File: config.mk
export PLATFORM = sky130hd
export DESIGN_NAME = control_unit
export DESIGN_NICKNAME = d
export VERILOG_FILES = /design/src/rtl/cpu_pkg.sv /design/src/rtl/control_unit_alu8.sv /design/src/rtl/control_unit.sv
export SDC_FILE = /design/constraint.sdc
export NUM_CORES = 1
export LEC_CHECK = 0
export CAP_MARGIN = 20
export CORE_MARGIN = 1
export CORE_UTILIZATION = 57
export CTS_BUF_LIST = sky130_fd_sc_hd__clkbuf_4 sky130_fd_sc_hd__clkbuf_8
export DETAILED_ROUTE_END_ITERATION = 8
export GPL_TIMING_DRIVEN = 0
export PLACE_DENSITY = 0.9
export SETUP_SLACK_MARGIN = 0.15
export SLEW_MARGIN = 0
export SYNTH_ARGS = -nofsm -noshare
export SYNTH_HDL_FRONTEND = slang
export SYNTH_SLANG_ARGS = --single-unit
export TNS_END_PERCENT = 10
File: constraint.sdc
create_clock -name clk -period 7.15 [get_ports clk]
set_input_delay 1.0725 -clock clk [delete_from_list [all_inputs] [get_ports clk]]
set_output_delay 1.0725 -clock clk [all_outputs]
set_load 0.01 [all_outputs]
File: src/rtl/cpu_pkg.sv
// Shared definitions for the 8-bit CPU: opcodes, sequencer states and ALU selects.
// Opcode to ALU-operation and register-write decode helpers live here too.
package cpu_pkg;

  typedef enum logic [3:0] {
    OP_NOP  = 4'h0,
    OP_LDI  = 4'h1,
    OP_MOV  = 4'h2,
    OP_ADD  = 4'h3,
    OP_SUB  = 4'h4,
    OP_AND  = 4'h5,
    OP_OR   = 4'h6,
    OP_XOR  = 4'h7,
    OP_NOT  = 4'h8,
    OP_SHL  = 4'h9,
    OP_JMP  = 4'hA,
    OP_JZ   = 4'hB,
    OP_JNZ  = 4'hC,
    OP_HALT = 4'hF
  } opcode_t;

  typedef enum logic [2:0] {
    S_FETCH  = 3'd0,
    S_DECODE = 3'd1,
    S_FETCH2 = 3'd2,
    S_EXEC   = 3'd3,
    S_HALT   = 3'd4
  } state_t;

  typedef enum logic [2:0] {
    ALU_PASS = 3'd0,
    ALU_ADD  = 3'd1,
    ALU_SUB  = 3'd2,
    ALU_AND  = 3'd3,
    ALU_OR   = 3'd4,
    ALU_XOR  = 3'd5,
    ALU_NOT  = 3'd6,
    ALU_SHL  = 3'd7
  } alu_op_t;

  function automatic alu_op_t alu_op_of(input opcode_t opcode);
    case (opcode)
      OP_ADD:  return ALU_ADD;
      OP_SUB:  return ALU_SUB;
      OP_AND:  return ALU_AND;
      OP_OR:   return ALU_OR;
      OP_XOR:  return ALU_XOR;
      OP_NOT:  return ALU_NOT;
      OP_SHL:  return ALU_SHL;
      default: return ALU_PASS;
    endcase
  endfunction

  // LDI through SHL are the only instructions that write a register (and Z).
  function automatic logic writes_reg(input opcode_t opcode);
    return (opcode >= OP_LDI) && (opcode <= OP_SHL);
  endfunction

endpackage

File: src/rtl/control_unit_alu8.sv
// Combinational 8-bit ALU; a = R[rd], b = R[rs]. Carry and borrow are discarded.
module alu8
  import cpu_pkg::*;
(
  input  logic [7:0] a,
  input  logic [7:0] b,
  input  alu_op_t    op,
  output logic [7:0] result
);

  always_comb begin
    result = b;
    case (op)
      ALU_PASS: result = b;
      ALU_ADD:  result = a + b;
      ALU_SUB:  result = a - b;
      ALU_AND:  result = a & b;
      ALU_OR:   result = a | b;
      ALU_XOR:  result = a ^ b;
      ALU_NOT:  result = ~b;
      ALU_SHL:  result = {b[6:0], 1'b0};
      default:  result = b;
    endcase
  end

endmodule

File: src/rtl/control_unit.sv
// Multi-cycle fetch/decode/execute sequencer driving the register file.
// Define CU_BRANCH_EN to enable JZ/JNZ; otherwise opcodes B/C run as 1-byte NOPs.
module control_unit
  import cpu_pkg::*;
#(
  parameter int PC_WIDTH = 8
) (
  input  logic                clk,
  input  logic                rst_n,
  output logic [PC_WIDTH-1:0] imem_addr,
  input  logic [7:0]          imem_data,
  output logic [2:0]          rf_read_addr1,
  output logic [2:0]          rf_read_addr2,
  input  logic [7:0]          rf_read_data1,
  input  logic [7:0]          rf_read_data2,
  output logic                rf_write_en,
  output logic [2:0]          rf_write_addr,
  output logic [7:0]          rf_write_data,
  output logic [PC_WIDTH-1:0] pc,
  output logic                zero_flag,
  output logic                halted
);

  state_t              state, state_next;
  logic [PC_WIDTH-1:0] pc_next;
  logic [7:0]          ir, opr;
  logic                z;
  opcode_t             opcode;
  logic [7:0]          alu_result;
  logic                needs_operand;
  logic                take_jump;

  assign opcode        = opcode_t'(ir[7:4]);
  assign rf_read_addr1 = {1'b0, ir[3:2]};
  assign rf_read_addr2 = {1'b0, ir[1:0]};
  assign rf_write_addr = {1'b0, ir[3:2]};
  assign imem_addr     = pc;
  assign zero_flag     = z;
  assign halted        = (state == S_HALT);

  alu8 u_alu (
    .a      (rf_read_data1),
    .b      (rf_read_data2),
    .op     (alu_op_of(opcode)),
    .result (alu_result)
  );

  // Branch opcodes only fetch an operand and load pc when branching is built in.
  always_comb begin
    needs_operand = 1'b0;
    take_jump     = 1'b0;
    case (opcode)
      OP_LDI: needs_operand = 1'b1;
      OP_JMP: begin
        needs_operand = 1'b1;
        take_jump     = 1'b1;
      end
`ifdef CU_BRANCH_EN
      OP_JZ: begin
        needs_operand = 1'b1;
        take_jump     = z;
      end
      OP_JNZ: begin
        needs_operand = 1'b1;
        take_jump     = ~z;
      end
`endif
      default: ;
    endcase
  end

  always_comb begin
    state_next    = state;
    pc_next       = pc;
    rf_write_en   = 1'b0;
    rf_write_data = 8'h00;
    case (state)
      S_FETCH: begin
        state_next = S_DECODE;
        pc_next    = pc + PC_WIDTH'(1);
      end
      S_DECODE: begin
        if (opcode == OP_HALT)  state_next = S_HALT;
        else if (needs_operand) state_next = S_FETCH2;
        else                    state_next = S_EXEC;
      end
      S_FETCH2: begin
        state_next = S_EXEC;
        pc_next    = pc + PC_WIDTH'(1);
      end
      S_EXEC: begin
        state_next = S_FETCH;
        if (writes_reg(opcode)) begin
          rf_write_en   = 1'b1;
          rf_write_data = (opcode == OP_LDI) ? opr : alu_result;
        end
        if (take_jump) pc_next = PC_WIDTH'(opr);
      end
      S_HALT: ;
      default: state_next = S_FETCH;
    endcase
  end

  always_ff @(posedge clk or negedge rst_n) begin
    if (!rst_n) begin
      state <= S_FETCH;
      pc    <= '0;
      ir    <= 8'h00;
      opr   <= 8'h00;
      z     <= 1'b0;
    end else begin
      state <= state_next;
      pc    <= pc_next;
      if (state == S_FETCH)  ir  <= imem_data;
      if (state == S_FETCH2) opr <= imem_data;
      if (rf_write_en)       z   <= (rf_write_data == 8'h00);
    end
  end

endmodule

# Word-level counts from Yosys, hierarchy flattened
# Cells that the tools add are included.
# word_totals
elab_cells	58
register_bits	28
input_bits	26
output_inout_bits	36
# classes
n_reduce_logical	8
order_cmp	2
n_eq_ne	22
add_sub_neg	3
bitwise_logic	4
muxes	14
# op_table
op	n
$pmux W8 S8	1
$mux W8	4
$pmux W3 S7	1
$eq A4 B3 Y1 const B	4
$eq A4 B4 Y1 const B	4
$pmux W8 S2	1
$eq A3 B3 Y1 const B	5
$eq A3 B2 Y1 const B	4
$pmux W3 S4	1
$add A8 B1 Y8 const B	1
$add A8 B8 Y8	1
$and A8 B8 Y8	1
$logic_not A8 Y1	1
$not A8 Y8	1
$or A8 B8 Y8	1
$sub A8 B8 Y8	1
$xor A8 B8 Y8	1
$eq A3 B1 Y1 const B	2
$logic_not A3 Y1	2
$mux W1	5
$eq A4 B1 Y1 const B	1
$eq A4 B2 Y1 const B	1
$ge A4 B1 Y1 const B	1
$le A4 B4 Y1 const B	1
6 further kinds	7

# Logic depth before layout (Yosys ltp)
# Gate-level depths: netlist (run 1).
# depth
depth_word	8
mapped_depth	12
ltp_nobuf	12

# Modules after synthesis
# From an unflattened synthesis (run 1), not the netlist that was laid out.
# hier_totals
hier_cells	354
area_unflattened_um2	2971.6
# modules_own_cells
mod	cells_each	instances	seq_area_each_um2	area_each_um2
control_unit	184	1	700.7	1724.2
alu8	170	1	0.0	1247.4

# Worst setup path after synthesis (run 1)
# No wires, ideal clock.
# synth_path
path_kind	input port to output port
start	input port rf_read_data2[0]
end	output port rf_write_data[4]
arrival_time_ns	3.244
t_required_ns	6.077
path_stages	10
path_buffers	0
slack_ns	2.833
cell_sequence	inv_1 ha_1 mux2_2 fa_1 nand2b_1 a21oi_1 xor2_1 a2111oi_4 a311o_2 nor2_1
# synth_via
elab_chain_len	5
word_cells_on_any_way	6
cone_classes	2 x add/sub; 4 x mux
# synth_rtl
element	line_no	source
start, declared	control_unit.sv:15	input logic [7:0] rf_read_data2,
$sub A8 B8 Y8 or $add A8 B8 Y8 (tied branches)	control_unit_alu8.sv:16, control_unit_alu8.sv:15	
$pmux W8 S8 (*)	control_unit_alu8.sv:13	case (op)
$mux W8 (*)	control_unit.sv:95	rf_write_data = (opcode == OP_LDI) ? opr : alu_result;
$mux W8 (*)	control_unit.sv:93	if (writes_reg(opcode)) begin
$mux W8 (*)	control_unit.sv:77	case (state)
end, declared	control_unit.sv:18	output logic [7:0] rf_write_data,
# Mark *: on every way between the ends. The rest lies on a longest branch, timed or not.

# Worst setup path after layout (run 1)
# Same ends and word-level chain as after synthesis.

==> impl_metrics.json, run 1 <==
{
  "power_density_nw_per_um2": 442,
  "synth_top_family_by_area": "compound AO/OA/AOI/OAI gates",
  "postCtsHoldBufs": 0,
  "n_antenna_cell": 0,
  "seq_area_frac_synth_pct": 23.4,
  "drc_errors": 0,
  "std_cell_rows": 26,
  "drt-pass1-iter-count": 5,
  "endpoint_kind": "output pin",
  "synthSimpleGateAreaFrac_pct": 18.4,
  "die_h_um": 74.5,
  "ant_nets": 0,
  "syn-cell-area_sq_um": 3000,
  "p_leak_nw": 1.64,
  "cp_data_arrival_time_ps": 4690,
  "port_buffers": 58,
  "slew_violations": 0,
  "dieArea_sq_um": 5560,
  "htree_levels": 1,
  "async_reset_ff_share_pct": 100,
  "cts_inserted_buffers": 3,
  "cap_violations": 0,
  "slowest_delay_ps": 640,
  "synth_compound_gate_area_share_pct": 23.3,
  "grt_pass1_wl_um": 12900,
  "cts_buffer_depth": 2,
  "worst_setup_path_start_kind": "input pin",
  "path_cells": "clkdlybuf4s50_1 > inv_1 > ha_1 > mux2_2 > fa_1 > nand2b_1 > a21oi_1 > xor2_1 > a2111oi_4 > a311o_2 > nor2_1 > clkdlybuf4s50_1",
  "r2r_start": "ir[5]",
  "fin_cells": 485,
  "maxSlewHeadroom_pct": 47.3,
  "crit_fanout": 9,
  "synthXorXnorAreaFrac_pct": 3.50,
  "netlist_instances": 350,
  "first_iter_violations": 199,
  "ir_drop_v": 0.000226,
  "dp_hpwl_um": 6290,
  "ctsResizeCount": 0,
  "nNetsFinal": 468,
  "antenna_found_initial": 0,
  "critPathRequiredTime_ps": 6080,
  "ios": 62,
  "tns_ps": 0,
  "syn_area_per_cell_sq_um": 8.57,
  "critPathLaunch": "rf_read_data2[0]",
  "hold_path_class": "reg2reg",
  "root_buffer": "clkbuf_8",
  "final_common_cell": "clkdlybuf4s50_1",
  "yosysWarningCount": 0,
  "synth-edff-count": 0,
  "synthMuxAreaShare_pct": 8.34,
  "worstSetupPathType": "in2out",
  "synthToLayoutAreaGrowth_pct": 24.9,
  "tightest_slew_ps": 786,
  "synth_ff_type": "dfrtp_1",
  "layout_common_cells": "58 x clkdlybuf4s50_1, 33 x a21oi_1, 28 x dfrtp_1",
  "chipWidth_um": 74.5,
  "period_needed_ps": 5760,
  "wl_per_cell_um": 16.6,
  "grt_use_total_pct": 30.7,
  "fmax_mhz": 174,
  "status": "finished clean",
  "grt_pass1_vias": 2697,
  "setup_violations": 0,
  "cts_setup_buffers": 0,
  "initial_core_util_pct": 59.1,
  "synth_fa_ha_area_share_pct": 11.1,
  "insertion_delay_ps": 280,
  "path_common_cell": "clkdlybuf4s50_1",
  "drive_gt1_share_pct": 17.1,
  "core_sq_um": 5070,
  "synthDistinctLibCells": 66,
  "vias": 2847,
  "crit_path_top_delay_cell": "clkdlybuf4s50_1",
  "wl_um": 8040,
  "period_share_pct": 80.6,
  "hold_viol": 0,
  "rsz0062_at_grt": "no",
  "dpl.cell_count": 481,
  "viasPerCell": 5.87,
  "fin_skew_ps": 3.37,
  "clkTransAtPathRegs_ps": 90,
  "cts_sinks": 28,
  "synth_seq_cells": 28,
  "cts_tree": "yes",
  "routabilityCongestion": 0.962,
  "hold_path_startpoint": "zero_flag",
  "grt_max_degree": 22,
  "fill_cells": 391,
  "overflow": 0
}
-- per-stage QoR --
step | area (sq um) | hold slack (ps) | power [mW] | setup WS (ps) | util [%]
after floorplan | 3010 | 482 | 1.14 | 2830 | -
after global placement | 3670 | 470 | 1.49 | 1430 | 72.4
after detailed placement | 3690 | 485 | 1.54 | 1400 | 72.7
after CTS | 3740 | 504 | 1.64 | 1390 | 73.8
after global routing | 3740 | 545 | 1.77 | 1160 | 73.8
final | 3740 | 502 | 1.65 | 1390 | 73.8
-- layer usage --
metal	part of all wire, %	vias to the layer above	track usage [%]
li1	-	1358	-
met4	1.4	0	6.50
met2	50	121	52.2
met5	0	-	0
met1	42	1348	41.4
met3	6.8	20	4.34
-- registers in the layout, summed over array words and instances, names as in the netlist --
signal / flops
opr: 8
zero_flag: 1
state: 3
ir: 8
imem_addr: 8
-- worst max-delay path: cells and delay by family --
| kind | cells | cell delay [ps] |
|---|---|---|
| multiplexers | 1 | 280 |
| XOR/XNOR | 1 | 290 |
| AND/OR/NAND/NOR | 2 | 310 |
| AO/OA/AOI/OAI | 3 | 700 |
| adder cells (fa/ha/maj) | 2 | 710 |
| buffers and inverters | 3 | 1330 |
-- power by group --
| group | internal, mW | switching (mW) |
|---|---|---|
| Sequential | 0.239 | 0.0844 |
| Combinational | 0.596 | 0.637 |
| Clock | 0.0493 | 0.0475 |
| Total | 0.885 | 0.769 |
-- layout make-up --
type	instances	area, sq um	area share [%]
plain buffers	35	263	7.02
inverters	23	91.3	2.44
repair buffers	59	596	15.9
flip-flops and latches	28	701	18.7
multi-input cells	266	1950	52.1
clock buffers	4	55.1	1.47
well taps	70	87.6	2.34
-- cell usage after synthesis, types with 5 or more instances --
cell	n	share of area (%)
nor3_1	5	0.83
a31oi_1	5	1.0
xnor2_1	11	3.2
clkbuf_1	6	0.75
o21ai_0	19	3.2
dfrtp_1	28	23
inv_1	22	2.8
buf_4	20	5.0
nand2b_1	8	1.7
nand2_1	27	3.4
mux2i_1	7	2.3
nand3_1	8	1.3
o22ai_1	8	1.7
a21oi_1	33	5.5
mux2_2	16	6.0
nor2_1	27	3.4
ha_1	25	10
a21o_1	5	1.3
-- kinds of logic after synthesis --
| group | count (synthesis) |
|---|---|
| compound gates | 102 |
| simple gates | 100 |
| buf+inv | 58 |
| flops | 28 |
| fa+ha+maj | 26 |
| mux | 23 |
| xor+xnor | 12 |
| other cells | 1 |
-- path summary, 6_finish.rpt --
path	slack, ps	to	cells past startpoint
worst min-delay path	500	zero_flag	2
max in group asynchronous	5610	ir[4]	2
min in group asynchronous	1070	zero_flag	1
worst min register to register	500	zero_flag	2
worst max-delay path	1390	rf_write_data[4]	12
worst max register to register	3630	zero_flag	11
No activity file was read; power rests on OpenSTA's default activity.
==> run 2, diff against run 1 <==
- CORE_UTILIZATION: 57 -> 49
- PLACE_DENSITY: 0.9 -> 0.82
- clock period: 7.15 -> 5.3 ns (I/O delays scaled with it)
==> impl_metrics.json, run 2 (synthesis gave the netlist of run 1 again) <==
{
  "status": "finished clean",
  "cts_tree": "yes",
  "slowest_delay_ps": 530,
  "viasPerCell": 5.88,
  "dieArea_sq_um": 6440,
  "cts_inserted_buffers": 3,
  "post-route-util_pct": 63.1,
  "path_buf_inv": 3,
  "cp_data_arrival_time_ps": 4190,
  "synthToLayoutAreaGrowth_pct": 24.5,
  "postPlaceCellArea_sq_um": 3700,
  "dpl.cell_count": 486,
  "grt_use_total_pct": 25.3,
  "initial_core_util_pct": 50.7,
  "first_iter_violations": 273,
  "slew_violations": 0,
  "fin_hold_ws_ps": 498,
  "hold_viol": 0,
  "crit_fanout": 9,
  "drt-pass1-iter-count": 5,
  "ios": 62,
  "port_buffers": 58,
  "layout_common_cells": "56 x clkdlybuf4s50_1, 33 x a21oi_1, 28 x dfrtp_1",
  "clkPwrFrac_pct": 5.2,
  "cts_setup_buffers": 0,
  "fmax_mhz": 200,
  "met1_usage_pct": 34.2,
  "grt_pass1_vias": 2655,
  "hold_path_class": "reg2reg",
  "worstSetupPathType": "in2out",
  "path_cells": "dlygate4sd2_1 > inv_1 > ha_1 > mux2_2 > fa_1 > nand2b_1 > a21oi_1 > xor2_1 > a2111oi_4 > a311o_2 > nor2_1 > clkdlybuf4s50_1",
  "finalPower_mw": 2.21,
  "core_sq_um": 5920,
  "pre_cts_slack_ps": 76.4,
  "rsz0062_at_grt": "no",
  "top_usage_layer": "met2",
  "nNetsFinal": 468,
  "crit_path_top_delay_cell": "clkdlybuf4s50_1",
  "overflow": 0,
  "final_cell_area_sq_um": 3730,
  "p_leak_nw": 1.64,
  "period_needed_ps": 4990,
  "drc_errors": 0,
  "critPathRequiredTime_ps": 4510,
  "ant_nets": 0,
  "antenna_found_initial": 0,
  "postCtsHoldBufs": 0,
  "tns_ps": 0,
  "grt_pass1_wl_um": 12700,
  "clkTransAtPathRegs_ps": 90,
  "routabilityCongestion": 0.914,
  "worst_setup_path_start_kind": "input pin",
  "wl_um": 7940,
  "p_seq_share_pct": 19.6,
  "setup_violations": 0,
  "cts_buffer_depth": 2,
  "use_met2_pct": 41.5,
  "fin_cells": 489,
  "switching_share_pct": 46.7,
  "tightest_slew_ps": 754,
  "setup_slack_ps": 311,
  "p_int_mw": 1.18,
  "root_buffer": "clkbuf_8",
  "wl_per_cell_um": 16.2,
  "dp_hpwl_um": 6210,
  "grtUsageMet3_pct": 5.68,
  "ir_drop_v": 0.000275,
  "p_switching_mw": 1.03,
  "die_h_um": 80.2,
  "cts_sinks": 28,
  "period_share_pct": 94.1,
  "n_antenna_cell": 0,
  "cap_violations": 0,
  "maxSlewHeadroom_pct": 49.5,
  "std_cell_rows": 28,
  "comb_power_share_pct": 75.2,
  "power_density_nw_per_um2": 592,
  "endpoint_kind": "output pin",
  "final_common_cell": "clkdlybuf4s50_1",
  "htree_levels": 1,
  "cp_top_family": "buffers and inverters",
  "insertion_delay_ps": 280,
  "chipWidth_um": 80.2,
  "vias": 2875,
  "grt_max_degree": 21,
  "drive_gt1_share_pct": 16.9,
  "fin_skew_ps": 7.52
}
run 2: worst paths after layout:
path,from,slack [ps],to,cells after the start
setup / recovery,rf_read_data2[0],310,rf_write_data[4],12
hold reg to reg,zero_flag,500,zero_flag,2
min in group asynchronous,rst_n,830,imem_addr[6],1
hold / removal,zero_flag,500,zero_flag,2
max in group asynchronous,rst_n,3970,state[1],2
setup reg to reg,ir[5],1730,zero_flag,10
run 2: metal layers:
metal / part of all wire [%] / wire (um)
met5: 0 / 0
met4: 1.2 / 94
met3: 7.0 / 558
met2: 49 / 3870
met1: 43 / 3410
run 2: power by group through the flow:
stage,registers [mW],clock network [mW],logic (mW)
2_1_floorplan,0.419,0,1.12
3_3_place_gp,0.430,0,1.58
3_5_place_dp,0.438,0,1.64
4_1_cts,0.434,0.116,1.65
5_1_grt,0.449,0.123,1.80
6_report,0.434,0.115,1.66
run 2: cell type report:
cell class,instances,area (sq um)
multi-input cells,266,1950
repair buffers,59,593
clock buffers,3,41.3
plain buffers,35,263
flip-flops and latches,28,701
inverters,23,91.3
well taps,75,93.8
fillers,520,2190
run 2: what timing repair did:
| action | CTS | global route |
|---|---|---|
| endpoints found under the setup margin | 1 | 0 |
| endpoints found under the hold margin | 0 | 0 |
| resized for setup | 2 | 0 |
run 2: worst register-to-register path: cells and delay by family (launching register included):
kind	cells	cell delay, ps
AOI/OAI and AO/OA	5	1160
xor gates and xnor gates	1	150
adders and majority gates	1	420
DFF	1	500
muxes	1	430
and+or+nand+nor	2	820
==> run 3, diff against run 2 <==
- CORE_MARGIN: 1 -> 3
- CTS_CLUSTER_SIZE: not set -> 20
==> impl_metrics.json, run 3 (synthesis gave the netlist of run 1 again) <==
{
  "status": "finished clean",
  "final-seq-area_sq_um": 701,
  "endpoint_kind": "output pin",
  "initial_core_util_pct": 52.5,
  "n_antenna_cell": 0,
  "grt_pass1_vias": 2714,
  "fill_cells": 466,
  "drc_errors": 0,
  "cts_buffer_depth": 2,
  "core_sq_um": 5710,
  "viasPerCell": 5.83,
  "r2r_start": "ir[5]",
  "worst-r2r-cell-count": 11,
  "postPlaceCellArea_sq_um": 3700,
  "multiInputGateArea_sq_um": 1950,
  "worstHoldPathCells": 2,
  "routabilityCongestion": 0.906,
  "worst_setup_path_start_kind": "input pin",
  "insertion_delay_ps": 280,
  "post-route-util_pct": 65.6,
  "period_share_pct": 93.6,
  "wl_per_cell_um": 16.4,
  "slew_violations": 0,
  "dp_hpwl_um": 6290,
  "hold_viol": 0,
  "rsz0062_at_grt": "no",
  "slowest_delay_ps": 540,
  "first_iter_violations": 289,
  "fin_skew_ps": 11.6,
  "fin_hold_ws_ps": 503,
  "layout_common_cells": "56 x clkdlybuf4s50_1, 33 x a21oi_1, 28 x dfrtp_1",
  "worstSetupPathType": "in2out",
  "ff2ff_setup_slack_ps": 1760,
  "path_buf_inv": 3,
  "std_cell_rows": 27,
  "ios": 62,
  "maxSlewHeadroom_pct": 45.9,
  "finalPower_mw": 2.21,
  "chipWidth_um": 84.2,
  "grt_max_degree": 19,
  "vias": 2833,
  "nNetsFinal": 468,
  "cts_sinks": 28,
  "cap_violations": 0,
  "drt-pass1-iter-count": 4,
  "cts_setup_buffers": 0,
  "root_buffer": "clkbuf_8",
  "period_needed_ps": 4960,
  "hold_path_startpoint": "zero_flag",
  "final_cell_area_sq_um": 3740,
  "setup_violations": 0,
  "dieArea_sq_um": 7100,
  "path_cells": "dlygate4sd2_1 > inv_1 > ha_1 > mux2_2 > fa_1 > nand2b_1 > a21oi_1 > xor2_1 > a2111oi_4 > a311o_2 > nor2_1 > clkdlybuf4s50_1",
  "ctsResizeCount": 2,
  "p_leak_nw": 1.65,
  "synthToLayoutAreaGrowth_pct": 24.8,
  "cts_tree": "yes",
  "clkTransAtPathRegs_ps": 100,
  "htree_levels": 1,
  "power_density_nw_per_um2": 589,
  "crit_fanout": 9,
  "hold_path_class": "reg2reg",
  "die_h_um": 84.2,
  "overflow": 0,
  "ir_drop_v": 0.000319,
  "postCtsHoldBufs": 0,
  "wl_um": 7960,
  "port_buffers": 58,
  "cts_inserted_buffers": 3,
  "cp_data_arrival_time_ps": 4160,
  "cp_top_family": "buffers and inverters",
  "critPathRequiredTime_ps": 4510,
  "grt_pass1_wl_um": 13100,
  "grt_use_total_pct": 22.1,
  "whs_endpoint": "zero_flag",
  "tightest_slew_ps": 807,
  "ant_nets": 0,
  "antenna_found_initial": 0,
  "tns_ps": 0,
  "final_common_cell": "clkdlybuf4s50_1",
  "crit_path_top_delay_cell": "clkdlybuf4s50_1",
  "rr_endpoint": "zero_flag",
  "fmax_mhz": 202,
  "drive_gt1_share_pct": 16.9
}
## run 3: cell counts in the layout (fill, tap and decap cells not counted)
Identical to the previous run, type by type.
## run 3: per-layer routing
layer	vias to the layer above	part of all wire [%]	track usage [%]	routed length [um]
met5	-	0	0	0
met4	0	0.97	3.65	77
met3	9	6.7	3.24	533
met2	102	49	37.1	3870
met1	1367	44	30.5	3480
li1	1355	-	-	-
## run 3: stage by stage
| step | setup slack (ps) | cells |
|---|---|---|
| 3_5_place_dp | 83.0 | 483 |
| 6_report | 342 | 486 |
| 4_1_cts | 343 | 486 |
| 5_1_grt | 214 | 486 |
| 3_3_place_gp | 118 | 482 |
| 2_1_floorplan | 1540 | 352 |
## run 3: report_power, final
| part | total (mW) | switching [mW] | internal, mW |
|---|---|---|---|
| Sequential | 0.434 | 0.112 | 0.322 |
| Clock | 0.115 | 0.0640 | 0.0511 |
| Combinational | 1.66 | 0.852 | 0.805 |
| Total | 2.21 | 1.03 | 1.18 |
## run 3: final cells by class
cell class,count,area share [%]
well taps,72,2.41
inverters,23,2.44
flip-flops and latches,28,18.7
plain buffers,35,7.02
clock buffers,3,1.10
multi-input cells,266,52.1
repair buffers,59,16.2
## run 3: how the worst max path moves through the flow
stage               depth (start not counted)          endpoint        startpoint
finish                                     12  rf_write_data[4]  rf_read_data2[0]
global route                               12  rf_write_data[4]  rf_read_data2[0]
CTS                                        12  rf_write_data[4]  rf_read_data2[0]
detailed placement                         12  rf_write_data[4]  rf_read_data2[0]
global placement                           12  rf_write_data[4]  rf_read_data2[0]
floorplan                                  10  rf_write_data[4]  rf_read_data2[0]
## run 3: worst register-to-register path: cells and delay by family (launching register included)
| kind | cells | cell delay [ps] |
|---|---|---|
| AOI/OAI and AO/OA | 4 | 1230 |
| and+or+nand+nor | 3 | 920 |
| DFF | 1 | 500 |
| muxes | 1 | 420 |
| adders and majority gates | 1 | 210 |
| xor gates and xnor gates | 1 | 100 |
| buffers and inverters | 1 | 60 |
